--- src/rtl/wb_sram_arbiter.sv ---
// wb_sram_arbiter
// Shares one Wishbone SRAM-controller slave port between an instruction-fetch
// master (master 0) and a data-access master (master 1). Arbitration is
// round-robin and registered in IDLE; the winner keeps the bus for as long as
// it holds cyc, so locked multi-beat sequences are never split. A watchdog
// turns a slave that never acks into a one-cycle err pulse to the owning
// master and parks the bus in DRAIN until that master lets go of cyc.
//
// Handshake: on each port a beat is requested while cyc & stb are high
// (the "valid" side) and completes in the cycle ack (or err) is high (the
// "ready" side); the address/data/select/we must stay stable until then.
// The arbiter adds no storage in the request or response path: in BUSY the
// granted master's request goes straight through to the slave and the slave
// ack comes straight back, so beats can complete every cycle.
module wb_sram_arbiter #(
    parameter int ADDR_WIDTH     = 32,
    parameter int DATA_WIDTH     = 32,
    parameter int TIMEOUT_CYCLES = 16
) (
    input  logic                    clk_i,
    input  logic                    rst_i,

    // master 0: instruction fetch
    input  logic                    wbm0_cyc_i,
    input  logic                    wbm0_stb_i,
    input  logic                    wbm0_we_i,
    input  logic [ADDR_WIDTH-1:0]   wbm0_adr_i,
    input  logic [DATA_WIDTH-1:0]   wbm0_dat_i,
    input  logic [DATA_WIDTH/8-1:0] wbm0_sel_i,
    output logic [DATA_WIDTH-1:0]   wbm0_dat_o,
    output logic                    wbm0_ack_o,
    output logic                    wbm0_err_o,

    // master 1: data access
    input  logic                    wbm1_cyc_i,
    input  logic                    wbm1_stb_i,
    input  logic                    wbm1_we_i,
    input  logic [ADDR_WIDTH-1:0]   wbm1_adr_i,
    input  logic [DATA_WIDTH-1:0]   wbm1_dat_i,
    input  logic [DATA_WIDTH/8-1:0] wbm1_sel_i,
    output logic [DATA_WIDTH-1:0]   wbm1_dat_o,
    output logic                    wbm1_ack_o,
    output logic                    wbm1_err_o,

    // shared SRAM controller slave port
    output logic                    wbs_cyc_o,
    output logic                    wbs_stb_o,
    output logic                    wbs_we_o,
    output logic [ADDR_WIDTH-1:0]   wbs_adr_o,
    output logic [DATA_WIDTH-1:0]   wbs_dat_o,
    output logic [DATA_WIDTH/8-1:0] wbs_sel_o,
    input  logic [DATA_WIDTH-1:0]   wbs_dat_i,
    input  logic                    wbs_ack_i,

    // current FSM state (IDLE=0, BUSY=1, DRAIN=2) for debug and checkers
    output logic [1:0]              dbg_state_o
);

    localparam int SEL_WIDTH = DATA_WIDTH / 8;
    localparam int CNT_WIDTH = $clog2(TIMEOUT_CYCLES + 1);
    localparam logic [CNT_WIDTH-1:0] CNT_LAST = CNT_WIDTH'(TIMEOUT_CYCLES - 1);

    typedef enum logic [1:0] {
        ST_IDLE  = 2'd0,
        ST_BUSY  = 2'd1,
        ST_DRAIN = 2'd2
    } state_t;

    state_t                 state_q, state_d;
    logic                   grant_q, grant_d;
    logic                   last_grant_q, last_grant_d;
    logic [CNT_WIDTH-1:0]   cnt_q, cnt_d;
    logic [1:0]             err_q, err_d;

    logic                   req0, req1;
    logic                   g_cyc, g_stb, g_we;
    logic [ADDR_WIDTH-1:0]  g_adr;
    logic [DATA_WIDTH-1:0]  g_dat;
    logic [SEL_WIDTH-1:0]   g_sel;

    assign req0 = wbm0_cyc_i & wbm0_stb_i;
    assign req1 = wbm1_cyc_i & wbm1_stb_i;

    // Select the granted master's request signals; used both as the slave
    // drive in BUSY and as the "owner still holds cyc" test in BUSY/DRAIN.
    always_comb begin
        g_cyc = wbm0_cyc_i;
        g_stb = wbm0_stb_i;
        g_we  = wbm0_we_i;
        g_adr = wbm0_adr_i;
        g_dat = wbm0_dat_i;
        g_sel = wbm0_sel_i;
        if (grant_q) begin
            g_cyc = wbm1_cyc_i;
            g_stb = wbm1_stb_i;
            g_we  = wbm1_we_i;
            g_adr = wbm1_adr_i;
            g_dat = wbm1_dat_i;
            g_sel = wbm1_sel_i;
        end
    end

    // State, grant, watchdog and error-pulse registers; reset releases the bus at once.
    always_ff @(posedge clk_i or posedge rst_i) begin
        if (rst_i) begin
            state_q      <= ST_IDLE;
            grant_q      <= 1'b0;
            last_grant_q <= 1'b1;   // so master 0 wins the first tie
            cnt_q        <= '0;
            err_q        <= 2'b00;
        end else begin
            state_q      <= state_d;
            grant_q      <= grant_d;
            last_grant_q <= last_grant_d;
            cnt_q        <= cnt_d;
            err_q        <= err_d;
        end
    end

    // Next-state logic: arbitrate in IDLE, watch the owner's cycle in BUSY,
    // wait for the owner to give up after a timeout in DRAIN.
    always_comb begin
        state_d      = state_q;
        grant_d      = grant_q;
        last_grant_d = last_grant_q;
        cnt_d        = cnt_q;
        err_d        = 2'b00;

        case (state_q)
            ST_IDLE: begin
                cnt_d = '0;
                if (req0 && req1) begin
                    grant_d = ~last_grant_q;
                    state_d = ST_BUSY;
                end else if (req0) begin
                    grant_d = 1'b0;
                    state_d = ST_BUSY;
                end else if (req1) begin
                    grant_d = 1'b1;
                    state_d = ST_BUSY;
                end
            end

            ST_BUSY: begin
                if (!g_cyc) begin
                    // owner ended its bus cycle; re-arbitrate from IDLE
                    last_grant_d = grant_q;
                    cnt_d        = '0;
                    state_d      = ST_IDLE;
                end else if (g_stb && !wbs_ack_i) begin
                    if (cnt_q == CNT_LAST) begin
                        // last allowed unacked strobe cycle: an ack here would
                        // have taken the other branch, so this is a real timeout
                        err_d[grant_q] = 1'b1;
                        cnt_d          = '0;
                        state_d        = ST_DRAIN;
                    end else begin
                        cnt_d = cnt_q + CNT_WIDTH'(1);
                    end
                end else begin
                    cnt_d = '0;
                end
            end

            ST_DRAIN: begin
                cnt_d = '0;
                if (!g_cyc) begin
                    last_grant_d = grant_q;
                    state_d      = ST_IDLE;
                end
            end

            default: begin
                state_d = ST_IDLE;
                cnt_d   = '0;
            end
        endcase
    end

    // Slave drive and ack return: only BUSY connects the owner to the slave;
    // IDLE and DRAIN hold the slave port quiet and swallow any stray ack.
    always_comb begin
        wbs_cyc_o  = 1'b0;
        wbs_stb_o  = 1'b0;
        wbs_we_o   = 1'b0;
        wbs_adr_o  = '0;
        wbs_dat_o  = '0;
        wbs_sel_o  = '0;
        wbm0_ack_o = 1'b0;
        wbm1_ack_o = 1'b0;
        if (state_q == ST_BUSY) begin
            wbs_cyc_o  = g_cyc;
            wbs_stb_o  = g_stb;
            wbs_we_o   = g_we;
            wbs_adr_o  = g_adr;
            wbs_dat_o  = g_dat;
            wbs_sel_o  = g_sel;
            wbm0_ack_o = wbs_ack_i & ~grant_q;
            wbm1_ack_o = wbs_ack_i &  grant_q;
        end
    end

    // Read data is broadcast; each master qualifies it with its own ack.
    assign wbm0_dat_o = wbs_dat_i;
    assign wbm1_dat_o = wbs_dat_i;

    // Error pulses come straight from their registers; err is only raised on
    // entry to DRAIN where acks are blocked, so ack and err never coincide.
    assign wbm0_err_o = err_q[0];
    assign wbm1_err_o = err_q[1];

    assign dbg_state_o = state_q;

endmodule

--- config.mk ---
export PLATFORM = sky130hd
export DESIGN_NAME = wb_sram_arbiter
export DESIGN_NICKNAME = d
export VERILOG_FILES = /design/src/rtl/wb_sram_arbiter.sv
export SDC_FILE = /design/constraint.sdc
export NUM_CORES = 1
export LEC_CHECK = 0
export BUFFER_PORTS_ARGS = -buffer_cell sky130_fd_sc_hd__buf_2
export CORE_AREA = 2 2 124 126
export DETAILED_ROUTE_END_ITERATION = 12
export DIE_AREA = 0 0 126 128
export GPL_TIMING_DRIVEN = 0
export HOLD_SLACK_MARGIN = 0.06
export SLEW_MARGIN = 10
export SYNTH_ARGS = -nofsm -noshare
export SYNTH_HDL_FRONTEND = slang
export SYNTH_SLANG_ARGS = --single-unit
--- constraint.sdc ---
create_clock -name clk_i -period 1.34 [get_ports clk_i]
set_input_delay 0.067 -clock clk_i [delete_from_list [all_inputs] [get_ports clk_i]]
set_output_delay 0.067 -clock clk_i [all_outputs]
set_load 0.1 [all_outputs]
* Word-level counts from Yosys, hierarchy flattened
Index checks and enable logic that the tools add are counted.
Operators by class: add/sub/neg operators 1, magnitude comparators 2, equal/unequal tests 7, muxes and demuxes 35, bitwise operators 7, reduce and logical (&&, ||, !) cells 10
Operator list (number):
- 32-bit two-way mux | 4
- 2-bit two-way mux | 11
- 5-bit two-way mux | 4
- 1-bit two-way mux | 12
- 4-bit two-way mux | 2
- 3-bit != test (second input constant) | 2
- 2-bit one-hot mux with 3 select lines | 1
- 5-bit by 1-bit adder with 5-bit output (second input constant) | 1
- 5-bit by 4-bit == test with 1-bit output (second input constant) | 1
- 1-bit AND | 4
- 4-bit != test (second input constant) | 1
- 2-bit AND reduction | 2
- 4-bit AND reduction | 1
- 1-bit logical AND | 3
- 1-bit inverter | 3
- 3-bit nonzero test | 1
- 2-bit by 1-bit == test with 1-bit output (second input constant) | 1
- 2-bit == test (second input constant) | 1
- 2-bit zero test | 1
- 1-bit by 2-bit less-than comparator with 1-bit output (second input constant) | 1
- 2-bit != test (second input constant) | 1
- 2-bit OR reduction | 1
- 1-bit demux with 1-bit select | 1
- 1-bit >= comparator (second input constant) | 1
- 1-bit zero test | 1
Word-level totals: register bits after elaboration 11, bits of input ports 177, logic and storage cells 67

* Depth between registers and ports, before layout
depth after elaboration 8, mapped depth 5, mapped depth without buffers 5

* Worst setup path before layout
OpenSTA, ideal clock, no wires.
kind flip-flop to output port, start reg state_q[0] (netlist: dbg_state_o[0]), end out wbs_adr_o[0], arrival time 3092 ps, required time 1273 ps, slack -1819 ps, cell stages (with the launch flop) 5, cell sequence dfrtp_1 > ha_1 > clkbuf_1 > clkbuf_1 > nor2b_1
On the way: word-level cells in the longest chain between the ends 2
RTL lines:
- from (decl) | RTL line 69 | state_t state_q, state_d;
- from (signal assigned) | RTL line 112 | state_q <= state_d;
- 2-bit by 1-bit == test with 1-bit output | RTL line 191 | if (state_q == ST_BUSY) begin
- 32-bit two-way mux | RTL line 191
- to (decl) | RTL line 49 | output logic [ADDR_WIDTH-1:0] wbs_adr_o,
Every way passes these cells.

* Worst setup path in the final report
start reg state_q[1] (netlist: dbg_state_o[1]), end out wbs_dat_o[0]
On the way: word-level cells in the longest chain between the ends 2
RTL lines:
- 2-bit by 1-bit == test with 1-bit output | RTL line 191
- 32-bit two-way mux | RTL line 191
- to (decl) | RTL line 50 | output logic [DATA_WIDTH-1:0] wbs_dat_o,
Every way passes these cells.

==> out/qor.json <==
{
  "gp_congestion": {"value": 0.717},
  "fin_cells": {"value": 768},
  "max_freq": {"value": 570, "unit": "MHz"},
  "placement.setup.worst_slack": {"value": -0.633, "unit": "ns"},
  "failed_checks": {"value": "setup timing"},
  "clkSinkCount": {"value": 11},
  "largest_family_of_logic_cells_by_synthesized_area": {"value": "multiplexers"},
  "finalCriticalPeriod": {"value": 1.75, "unit": "ns"},
  "vias": {"value": 3020},
  "rr_startpoint": {"value": "grant_q"},
  "netlist_top_cells_area": {"value": "mux2i_1, buf_4, nor2b_1"},
  "cts_buffer_count": {"value": 3},
  "run_status": {"value": "finished with violations"},
  "setup_ws": {"value": -0.414, "unit": "ns"},
  "async_flop_share": {"value": 1.00},
  "yosys_most_used_dff": {"value": "dfrtp_1"},
  "worstHoldEndpoint": {"value": "grant_q"},
  "timing.critical_path.arrival": {"value": 1.69, "unit": "ns"},
  "setup_viol_count_final": {"value": 77},
  "min_period_over_period": {"value": 1.31},
  "setup.worst_path.class": {"value": "flop to output pin"},
  "tritoncts_clock_tree": {"value": "built"},
  "cts.htree.levels": {"value": 1},
  "synthesis.yosys.warnings": {"value": 0},
  "route.final.wire_length": {"value": 10.8, "unit": "mm"},
  "floorplan.die.height": {"value": 128, "unit": "um"},
  "synth_compound_gate_area_share": {"value": 0.0335},
  "die_width": {"value": 126, "unit": "um"},
  "timing.max_cap.violations": {"value": 0},
  "largest_net_degree_at_the_start_of_global_routing": {"value": 12},
  "synthMuxAreaShare": {"value": 0.320},
  "final_layout_size_suffix_gt1_frac": {"value": 0.912},
  "max_slew_margin": {"value": 0.668},
  "final_design_area_no_fill": {"value": 6490, "unit": "sq um"},
  "worst_ep_required_time": {"value": 1.27, "unit": "ns"},
  "drc_errors": {"value": 0},
  "final_max_slew_viol_count": {"value": 0},
  "hold-path-cell-count": {"value": 2},
  "area_added_between_synthesis_and_finish": {"value": 180, "unit": "%"},
  "ios": {"value": 318},
  "synth_enable_flop_cells": {"value": 0},
  "finalCoreUtilization": {"value": 0.437},
  "ant_nets": {"value": 0},
  "logic_depth_of_the_worst_register_to_register_path": {"value": 5},
  "crit_path_max_fanout": {"value": 9},
  "synthesis.area_per_instance": {"value": 8.45, "unit": "sq um"},
  "cts_buffer_depth": {"value": 2},
  "placeableCoreArea": {"value": 14900, "unit": "sq um"},
  "critical_path.endpoint_type": {"value": "output pin"},
  "dp_hpwl": {"value": 7.43, "unit": "mm"},
  "first_global_vias": {"value": 3076},
  "synth-adder-area-share": {"value": 0.0270},
  "antennaDiodeCount": {"value": 0},
  "area_of_placed_instances": {"value": 4300, "unit": "sq um"},
  "post_synthesis_cells": {"value": 274},
  "detail_route.vias_per_cell": {"value": 3.93},
  "globalRoute.totalOverflow": {"value": 0},
  "synth_seq_cells": {"value": 11},
  "nNetsFinal": {"value": 763},
  "synth_simple_gate_area_frac": {"value": 0.240},
  "crit_path_start_kind": {"value": "flop"},
  "number_of_antenna_violations_at_the_first_check_in_global_routing": {"value": 0},
  "clk_pin_slew_worst_paths": {"value": 0.04, "unit": "ns"},
  "fin_tns_setup": {"value": -26.58, "unit": "ns"},
  "synth.yosys.seq_area_share": {"value": 0.119},
  "port_buffers": {"value": 285},
  "clock-skew-final": {"value": 0.00153, "unit": "ns"},
  "placed_instances": {"value": 747},
  "drtIter0Drc": {"value": 32},
  "timing.hold.worst.start": {"value": "wbm0_stb_i"},
  "power_leakage": {"value": 3.22, "unit": "nW"},
  "layout_commonest_cell": {"value": "buf_2"},
  "grt_setup_unrepaired": {"value": "true"},
  "drtPass1Iterations": {"value": 4},
  "yosys.area.top_type": {"value": "mux2i_1"},
  "timing_worst_slew_pin_value": {"value": 0.502, "unit": "ns"},
  "grt_first_pass_wirelength": {"value": 15.8, "unit": "mm"},
  "die-area": {"value": 16100, "unit": "sq um"},
  "number_of_placement_rows": {"value": 45},
  "routed_wire_length_per_instance": {"value": 14.1, "unit": "um"},
  "mostFrequentLayoutCells": {"value": "buf_2, buf_4, nor2b_4"},
  "netlist.area_leader.share": {"value": 0.307},
  "syn_nets": {"value": 456},
  "worst_ir_drop_vdd": {"value": 1.88, "unit": "mV"},
  "finalHoldViolations": {"value": 0},
  "number_of_distinct_library_cells_after_synthesis": {"value": 31},
  "pwr_density_cell": {"value": 3050, "unit": "nW/um^2"},
  "hold_class": {"value": "primary input to flop"},
  "gr-usage-all-layers": {"value": 0.120},
  "initial_utilization": {"value": 0.156},
  "reg2reg_slack": {"value": -0.20, "unit": "ns"},
  "cts.root.buffer_cell": {"value": "clkbuf_16"},
  "netlist_area": {"value": 2320, "unit": "sq um"},
  "post_synth_xor_area_fraction": {"value": 0.00756},
  "timing.rr.end": {"value": "dbg_state_o[0]"},
  "insertion_delay_to_the_later_sink_of_the_worst_skew_pair": {"value": 0.24, "unit": "ns"}
}
-- critical path, stage by stage, from the launching register on --
cell       delay [ns]
dfrtp_4          0.49
inv_4            0.07
ha_4             0.17
clkbuf_16        0.20
clkbuf_16        0.15
nor2b_4          0.17
buf_12           0.19
-- worst max path at each step --
stage	startpoint	to	cells after the start
floorplan	dbg_state_o[1]	wbs_adr_o[0]	5
global placement	grant_q	wbs_adr_o[24]	6
detailed placement	grant_q	wbs_adr_o[21]	6
CTS	dbg_state_o[1]	wbs_dat_o[28]	6
global route	dbg_state_o[1]	wbs_dat_o[0]	6
finish	dbg_state_o[1]	wbs_dat_o[0]	6
-- state kept, by name (all words and copies together), names as in the netlist --
signal	cells
last_grant_q	1
err_q	2
dbg_state_o	2
grant_q	1
cnt_q	5
-- layer usage --
metal	vias to the layer above	wire length, um	global-route usage
met5	-	0	0
li1	1465	-	-
met2	169	6330	0.243
met4	0	106	0.0129
met1	1376	3530	0.129
met3	10	823	0.0271
-- power breakdown --
group	switching [mW]	internal, mW
Sequential	0.0503	0.403
Combinational	11.2	7.65
Clock	0.153	0.395
Total	11.4	8.45
-- per-stage QoR --
stage	power, mW	hold WS, ns
after floorplan	11.5	-0.0812
after global placement	13.1	0.0852
after detailed placement	13.2	0.0909
after CTS	19.3	0.0966
after global routing	20.4	0.112
final	19.8	0.108
-- Yosys cell counts, types with 2 or more instances --
cell,number
clkbuf_1,9
a21oi_1,4
and2_1,2
inv_1,5
nand3_1,2
nor2b_1,70
dfrtp_1,10
mux2_4,2
mux2i_1,71
ha_1,5
buf_4,66
nor2_1,3
xor2_1,2
buf_2,5
and3_1,2
-- layout make-up --
type                            count  area (sq um)
Timing Repair Buffer              302          2660
Inverter                            5          25.0
Buffer                             81           790
Multi-Input combinational cell    177          2420
Fill cell                        1363          8370
Clock inverter                      1          5.00
Sequential cell                    11           284
Clock buffer                        3          75.1
Tap cell                          188           235
-- cells by family (layout without fill, tap and decap cells) --
kind of cell	after synthesis	after routing
buf+inv	86	392
fa+ha+maj	5	5
compound gates	10	10
simple gates	87	87
mux	73	73
xor+xnor	2	2
flops	11	11
-- what timing repair did --
item | in CTS | in global routing
gates cloned | 3 | 4
hold buffers | 1 | 0
hold endpoints to repair | 10 | 0
setup buffers | 6 | 4
pin swaps | 4 | 4
setup endpoints to repair | 82 | 82
gates resized for setup | 442 | 21
Power figures use the tool's default switching activity.
